--- src/rtl/bht_predictor.sv ---
// Direct-mapped table of saturating branch counters for the IF unit.
// Decodes JAL/BRANCH combinationally and is trained by the commit stage.
module bht_predictor #(
    parameter int BHT_ADDR_WIDTH = 8,
    parameter int CNT_WIDTH      = 2,
    parameter int INIT_CNT       = 1
) (
    input  logic        clk,
    input  logic        rst,
    input  logic        rdy,
    input  logic [31:0] query_pc,
    input  logic [31:0] query_inst,
    output logic        predicted_jump,
    output logic [31:0] predicted_imm,
    input  logic        update_valid,
    input  logic [31:0] update_pc,
    input  logic        update_taken
);

    localparam int ENTRIES = 1 << BHT_ADDR_WIDTH;
    localparam logic [CNT_WIDTH-1:0] CNT_MAX  = '1;
    localparam logic [CNT_WIDTH-1:0] CNT_ZERO = '0;
    localparam logic [CNT_WIDTH-1:0] CNT_INIT = CNT_WIDTH'(INIT_CNT);
    localparam logic [6:0] OP_JAL    = 7'b1101111;
    localparam logic [6:0] OP_BRANCH = 7'b1100011;

    generate
        if (INIT_CNT < 0 || INIT_CNT >= (1 << CNT_WIDTH)) begin : g_bad_init
            $error("bht_predictor: INIT_CNT does not fit in CNT_WIDTH bits");
        end
    endgenerate

    logic [CNT_WIDTH-1:0]      r_cnt [ENTRIES];
    logic [BHT_ADDR_WIDTH-1:0] w_qidx;
    logic [BHT_ADDR_WIDTH-1:0] w_uidx;
    logic [CNT_WIDTH-1:0]      w_qcnt;
    logic [CNT_WIDTH-1:0]      w_ucnt;
    logic [CNT_WIDTH-1:0]      w_ucnt_next;
    logic [6:0]                w_opcode;
    logic [31:0]               w_j_imm;
    logic [31:0]               w_b_imm;
    logic                      w_unused;

    assign w_qidx   = query_pc[BHT_ADDR_WIDTH+1:2];
    assign w_uidx   = update_pc[BHT_ADDR_WIDTH+1:2];
    assign w_qcnt   = r_cnt[w_qidx];
    assign w_ucnt   = r_cnt[w_uidx];
    assign w_opcode = query_inst[6:0];

    assign w_j_imm = {{12{query_inst[31]}}, query_inst[19:12],
                      query_inst[20], query_inst[30:21], 1'b0};
    assign w_b_imm = {{20{query_inst[31]}}, query_inst[7],
                      query_inst[30:25], query_inst[11:8], 1'b0};

    // PC bits outside the index field never affect the table.
    assign w_unused = ^{query_pc[31:BHT_ADDR_WIDTH+2], query_pc[1:0],
                        update_pc[31:BHT_ADDR_WIDTH+2], update_pc[1:0]};

    // Saturating step of the addressed counter toward the resolved outcome.
    always_comb begin
        w_ucnt_next = w_ucnt;
        if (update_taken) begin
            if (w_ucnt != CNT_MAX) w_ucnt_next = w_ucnt + 1'b1;
        end else begin
            if (w_ucnt != CNT_ZERO) w_ucnt_next = w_ucnt - 1'b1;
        end
    end

    // Counter table: async reset to INIT_CNT, otherwise train one entry.
    always_ff @(posedge clk or posedge rst) begin
        if (rst) begin
            for (int i = 0; i < ENTRIES; i++) r_cnt[i] <= CNT_INIT;
        end else if (rdy && update_valid) begin
            r_cnt[w_uidx] <= w_ucnt_next;
        end
    end

    // Zero-latency decode of the fetched word; JALR falls into default.
    always_comb begin
        predicted_jump = 1'b0;
        predicted_imm  = 32'd0;
        case (w_opcode)
            OP_JAL: begin
                predicted_jump = 1'b1;
                predicted_imm  = w_j_imm;
            end
            OP_BRANCH: begin
                predicted_jump = w_qcnt[CNT_WIDTH-1];
                predicted_imm  = w_b_imm;
            end
            default: begin
                predicted_jump = 1'b0;
                predicted_imm  = 32'd0;
            end
        endcase
    end

endmodule
--- config.mk ---
export PLATFORM = sky130hd
export DESIGN_NAME = bht_predictor
export DESIGN_NICKNAME = d
export VERILOG_FILES = /design/src/rtl/bht_predictor.sv
export SDC_FILE = /design/constraint.sdc
export NUM_CORES = 1
export LEC_CHECK = 0
export ABC_AREA = 0
export CAP_MARGIN = 20
export CORE_MARGIN = 2
export CORE_UTILIZATION = 40
export CTS_CLUSTER_SIZE = 10
export DETAILED_ROUTE_END_ITERATION = 8
export PLACE_DENSITY = 0.66
export SYNTH_ARGS = -nofsm -noshare
export SYNTH_HDL_FRONTEND = slang
export SYNTH_SLANG_ARGS = --single-unit
--- constraint.sdc ---
create_clock -name clk -period 43.1 [get_ports clk]
set_clock_uncertainty 0.1 [all_clocks]
set_input_delay 4.31 -clock clk [delete_from_list [all_inputs] [get_ports clk]]
set_output_delay 4.31 -clock clk [all_outputs]
set_load 0.01 [all_outputs]
==> results.toml, run 1 <==
[setup_path]
cp_top_family = "buffers and inverters"
critPathBufInv = 3
worstSetupPathType = "in2out"
crit_slowest_cell = "buf_4"
startpoint_type = "input port"
crit_cells = 10
rr_worst_depth = 11
critPathMostFrequentCell = "mux4_2"
critPathRequiredTime_ns = 38.69
cp-end-kind = "primary output"
crit_path_max_incr_delay_ns = 0.88
path_cells = "buf_4, buf_4, mux4_2, mux4_2, mux4_2, and2_1, a211oi_1, a21oi_1, a21o_1, clkdlybuf4s50_1"
critPathArrivalTime_ns = 8.56
critPathMaxFanout = 43

[cells_and_area]
final_cells = 3447
nNetsFinal = 2646
syn_to_final_growth_pct = 11.9
largest_reg_flops = 512
layout-drive-gt1-share_pct = 22.0
reg.largest.list = "r_cnt (512)"
n_antenna_cell = 0
largest-register = "r_cnt"

[route]
post_drt_wl_per_cell_um = 22.4
drc_errors = 0
vias = 20200
drt_wl_total_um = 77200
drtPass1Iterations = 6
viasPerCell = 5.87
antenna_left = 0
drtIter0Drc = 1908

[clock_network]
clockBufferDepth = 3
cts_tree = "built"
cts_resized = 0
clk_pin_slew_ns = 0.05
clk-insertion-delay-late_ns = 0.63
htree_levels = 2
cts_buffers = 58
post-cts-setup-buffers = 0
cts_sinks = 512
root_buffer = "clkbuf_16"
cts_hold_buf = 0

[timing]
period_share_pct = 30.1
finalSetupTns_ns = 0
setup_viol = 0
rsz0062_at_grt = "false"
worst_slack_ns = 30.13
hold_viol = 0
fmax_mhz = 77.1
slew_headroom_pct = 21.6
post-route-min-period_ns = 12.97
worst_pin_slew_ns = 1.18
final-max-slew-violation-count = 0

[worst_hold_path]
hp-class = "reg2reg"
whs_path_depth = 2

[yosys]
async_reset_ff_share_pct = 100
ys_warn_count = 0
ys_seq_elements = 512
synth.distinct_cells = 49
synth_area_mm2 = 0.0261
netlist_instances = 2517
ys.flop_type = "dfstp_2"
synth_edf_count = 0
syn-num-nets = 2618
yosysSeqAreaShare_pct = 50.3
syn_area_per_cell_um2 = 10.4

[place]
dp.cells = 3333
hpwl_um = 49100
gp_congestion = 0.895
numPortBuffers = 84
post-place-ws_ns = 30.09

[global_route]
grtUsageTotal_pct = 23.0
grt-ovfl-total = 0
antenna_found_initial = 1
grt_start_max_net_pins = 257
grt_pass1_vias = 19900
grt_pass1_wl_um = 119000

[floorplan]
start_util_pct = 40.5
die_w_um = 260
ios = 134
chipHeight_um = 260
core_area_mm2 = 0.0645
die_area_mm2 = 0.0674
rows = 93

[job]
drv_cap = 0

[power]
p_total_uw = 1080
p_per_area_mw_per_mm2 = 36.9
peakVddDrop_uv = 38.1
total_leakage_power_uw = 0.0112

[status]
status = "completed"
==> worst paths after layout <==
kind | slack [ns] | end | from
max | 30.13 | predicted_jump | query_pc[2]
min | 0.36 | r_cnt[32] | r_cnt[32]
min in group asynchronous | 4.15 | r_cnt[465] | rst
max in group asynchronous | 37.23 | r_cnt[161] | rst
max reg2reg | 37.71 | r_cnt[140] | r_cnt[233]
min reg2reg | 0.36 | r_cnt[32] | r_cnt[32]
==> worst register-to-register path, stage by stage (launching register included) <==
cell and delay (ns):
dfrtp_1 0.39, mux4_2 0.49, mux2i_1 0.18, o22ai_1 0.15, a2111oi_0 0.65, o311ai_1 0.27, o41ai_2 0.16, maj3_4 1.02
buf_4 0.63, buf_16 0.33, buf_4 0.73, o21ai_1 0.21
==> cells in the mapped netlist (all sizes together), types with 9 or more instances <==
cell type / n / share of area (%)
nand2: 805 / 12
o21ai: 514 / 9.8
dfrtp: 256 / 25
dfstp: 256 / 26
mux4: 165 / 14
mux2i: 124 / 4.8
buf: 88 / 2.8
clkbuf: 88 / 1.3
a22oi: 38 / 1.1
nor2: 36 / 0.52
nand3: 28 / 0.54
and2: 12 / 0.29
a21oi: 10 / 0.19
nor3: 10 / 0.19
a211oi: 9 / 0.26
a21o: 9 / 0.26
==> layout make-up <==
type / instances / area [um^2]
fillers: 5934 / 35200
flip-flops and latches: 512 / 13100
multi-input cells: 1822 / 11900
clock buffers: 104 / 1670
repair buffers: 144 / 1340
well taps: 855 / 1070
clock inverters: 3 / 47.5
inverters: 7 / 33.8
==> layout by cell type (no fill, tap or decap), types with 3 or more instances in the layout <==
master / Yosys / final
or2_2: 3 / 3
o21ai_1: 269 / 268
nor2_2: 0 / 4
nand4_1: 4 / 4
nor2b_1: 5 / 3
o22ai_1: 6 / 6
dfrtp_1: 256 / 256
a211oi_1: 9 / 9
nand2b_1: 6 / 6
nor3_2: 0 / 4
dfstp_2: 256 / 256
nor2_1: 36 / 32
buf_6: 35 / 5
a22o_1: 6 / 6
buf_4: 26 / 55
nor3_1: 10 / 6
inv_1: 7 / 6
clkbuf_1: 71 / 43
and2_1: 12 / 12
nand2_1: 805 / 805
o21ai_0: 245 / 245
a22oi_1: 38 / 38
mux4_2: 165 / 165
clkbuf_16: 0 / 59
a21oi_1: 10 / 10
nand3_1: 28 / 28
clkdlybuf4s50_1: 0 / 78
mux2i_1: 124 / 124
a31oi_1: 6 / 6
a21o_1: 9 / 9
==> kinds of logic after synthesis <==
logic type	share of synthesized area, %
adder cells (fa/ha/maj)	0.0431
other	0.0144
flip-flops	50.3
buffers and inverters	4.21
AND/OR/NAND/NOR	13.7
AO/OA/AOI/OAI	12.7
multiplexers	19.0
==> metrics by stage <==
step / cell area (um^2) / hold WS, ns / util, %
5_1_grt: 29200 / 0.369 / 45.3
6_report: 29200 / 0.357 / 45.3
4_1_cts: 29200 / 0.361 / 45.2
2_1_floorplan: 26100 / 0.342 / -
3_5_place_dp: 27400 / 0.354 / 42.6
3_3_place_gp: 27400 / 0.350 / 42.5
==> power by group <==
| group | switching, uW | internal, uW |
|---|---|---|
| combinational | 73.1 | 33.1 |
| clock | 197 | 264 |
| sequential | 8.69 | 502 |
| total | 279 | 799 |
==> layer usage <==
metal	part of all wire [%]	track usage [%]	up-vias
li1	-	-	9001
met1	41	31.2	10000
met2	45	35.8	966
met3	9.7	4.85	223
met4	4.5	9.96	2
met5	0.016	0	-
Note: power is estimated with default switching activity, not from simulation.
==> run 2: changes to the inputs <==
==> constraint.sdc (replaced) <==
create_clock -name clk -period 12.1 [get_ports clk]
set_clock_uncertainty 0.1 [all_clocks]
set_input_delay 1.21 -clock clk [delete_from_list [all_inputs] [get_ports clk]]
set_output_delay 1.21 -clock clk [all_outputs]
set_load 0.01 [all_outputs]
==> run 2 against run 1 <==
Against the previous run:
- register-to-register slack worse by 30 ns
- die area unchanged
- worst hold slack better by 0.0019 ns
- critical path depth unchanged
- global-route usage about the same
- utilization about the same
- via count down 0.68%
- clock-buffer cell count down 2
==> results.toml, run 2 (synthesis results as in run 1) <==
[setup_path]
crit_slowest_cell = "buf_4"
cp-end-kind = "primary output"
critPathMostFrequentCell = "mux4_2"
critPathArrivalTime_ns = 5.38
cp_top_family = "buffers and inverters"
crit_path_max_incr_delay_ns = 0.68
critPathMaxFanout = 36
worstSetupPathType = "in2out"
startpoint_type = "input port"
critPathBufInv = 3
path_cells = "buf_4, buf_4, mux4_2, mux4_2, mux4_2, and2_1, a211oi_1, a21oi_1, a21o_1, clkdlybuf4s50_1"
critPathRequiredTime_ns = 10.79

[floorplan]
rows = 93
core_area_mm2 = 0.0645
die_w_um = 260
chipHeight_um = 260
die_area_mm2 = 0.0674
start_util_pct = 40.5
ios = 134

[timing]
worst_pin_slew_ns = 1.22
slew_headroom_pct = 18.2
setup_viol = 0
post-route-min-period_ns = 6.69
period_share_pct = 55.3
final-max-slew-violation-count = 0
fmax_mhz = 149
finalSetupTns_ns = 0
whs_ns = 0.359
rsz0062_at_grt = "false"
worst_slack_ns = 5.41
hold_viol = 0

[global_route]
grt_start_max_net_pins = 173
antenna_found_initial = 1
grt_pass1_vias = 20300
grtUsageTotal_pct = 23.0
grt_pass1_wl_um = 119000
grt-ovfl-total = 0

[route]
drt_wl_total_um = 76700
vias = 20100
viasPerCell = 5.84
drc_errors = 0
post_drt_wl_per_cell_um = 22.3
drtPass1Iterations = 5
antenna_left = 0
drtIter0Drc = 1825

[clock_network]
clockBufferDepth = 3
htree_levels = 2
root_buffer = "clkbuf_16"
cts_hold_buf = 0
clk_pin_slew_ns = 0.05
cts_sinks = 512
cts_resized = 0
cts_buffers = 58
cts_tree = "built"
clk-insertion-delay-late_ns = 0.63
post-cts-setup-buffers = 0

[place]
dp.cells = 3329
place_area_mm2 = 0.0274
post-place-ws_ns = 4.67
gp_congestion = 0.847
numPortBuffers = 84
hpwl_um = 48000

[power]
total_leakage_power_uw = 0.0112
p_comb_share_pct = 10.0
p_per_area_mw_per_mm2 = 130
pwr-share-seq_pct = 47.8
p_int_uw = 2810
peakVddDrop_uv = 152
swShare_pct = 26.0
switching_power_uw = 988
clockPowerShare_pct = 42.2

[cells_and_area]
final_cells = 3442
layout-drive-gt1-share_pct = 21.7
layout_commonest_cell = "nand2_1"
n_antenna_cell = 0
syn_to_final_growth_pct = 11.9
reg.largest.list = "r_cnt (512)"
largest-register = "r_cnt"
fin_area_mm2 = 0.0292
nNetsFinal = 2643
final_cell_mix = "nand2_1, o21ai_1, dfstp_2, dfrtp_1, o21ai_0"
largest_reg_flops = 512

[worst_hold_path]
hp-class = "reg2reg"

[job]
drv_cap = 0

[status]
status = "completed"
==> run 2: path summary, 6_finish.rpt <==
path | startpoint | endpoint | slack [ns] | cells after the start
worst max register to register | r_cnt[97] | r_cnt[216] | 7.61 | 9
worst max-delay path | query_pc[2] | predicted_jump | 5.41 | 10
worst min-delay path | r_cnt[508] | r_cnt[508] | 0.36 | 2
worst min register to register | r_cnt[508] | r_cnt[508] | 0.36 | 2
max in group asynchronous | rst | r_cnt[137] | 9.33 | 4
min in group asynchronous | rst | r_cnt[495] | 0.74 | 2
==> run 2: per-stage QoR <==
stage | power, uW | utilization, %
floorplan | 2110 | -
global placement | 2200 | 42.5
detailed placement | 2220 | 42.5
CTS | 3820 | 45.2
global route | 3940 | 45.3
finish | 3800 | 45.3
==> run 2: cell type report <==
| class | instances | area [um^2] |
|---|---|---|
| multi-input cells | 1822 | 11900 |
| clock buffers | 102 | 1640 |
| inverters | 7 | 30.0 |
| flip-flops and latches | 512 | 13100 |
| well taps | 855 | 1070 |
| repair buffers | 141 | 1380 |
| fillers | 5954 | 35200 |
| clock inverters | 3 | 41.3 |
==> run 2: tightest hold or removal path, delay by kind of cell, from the launching register on <==
| family | cells | cell delay, ns |
|---|---|---|
| flops | 1 | 0.36 |
| compound gates | 1 | 0.05 |
| simple gates | 1 | 0.04 |
==> run 2: per-layer routing <==
layer / wire length (um) / GRT usage, % / up-vias
met4: 3130 / 9.55 / 0
met3: 6750 / 5.13 / 196
met1: 31000 / 30.5 / 9986
met2: 35800 / 36.7 / 910
met5: 0 / 0 / -
li1: - / - / 9000
==> run 2: power groups by stage <==
stage | clock [uW] | sequential, uW | combinational, uW
after floorplan | 0 | 1830 | 276
after global placement | 0 | 1840 | 363
after detailed placement | 0 | 1840 | 372
after CTS | 1630 | 1820 | 373
after global routing | 1700 | 1820 | 411
final | 1600 | 1820 | 381
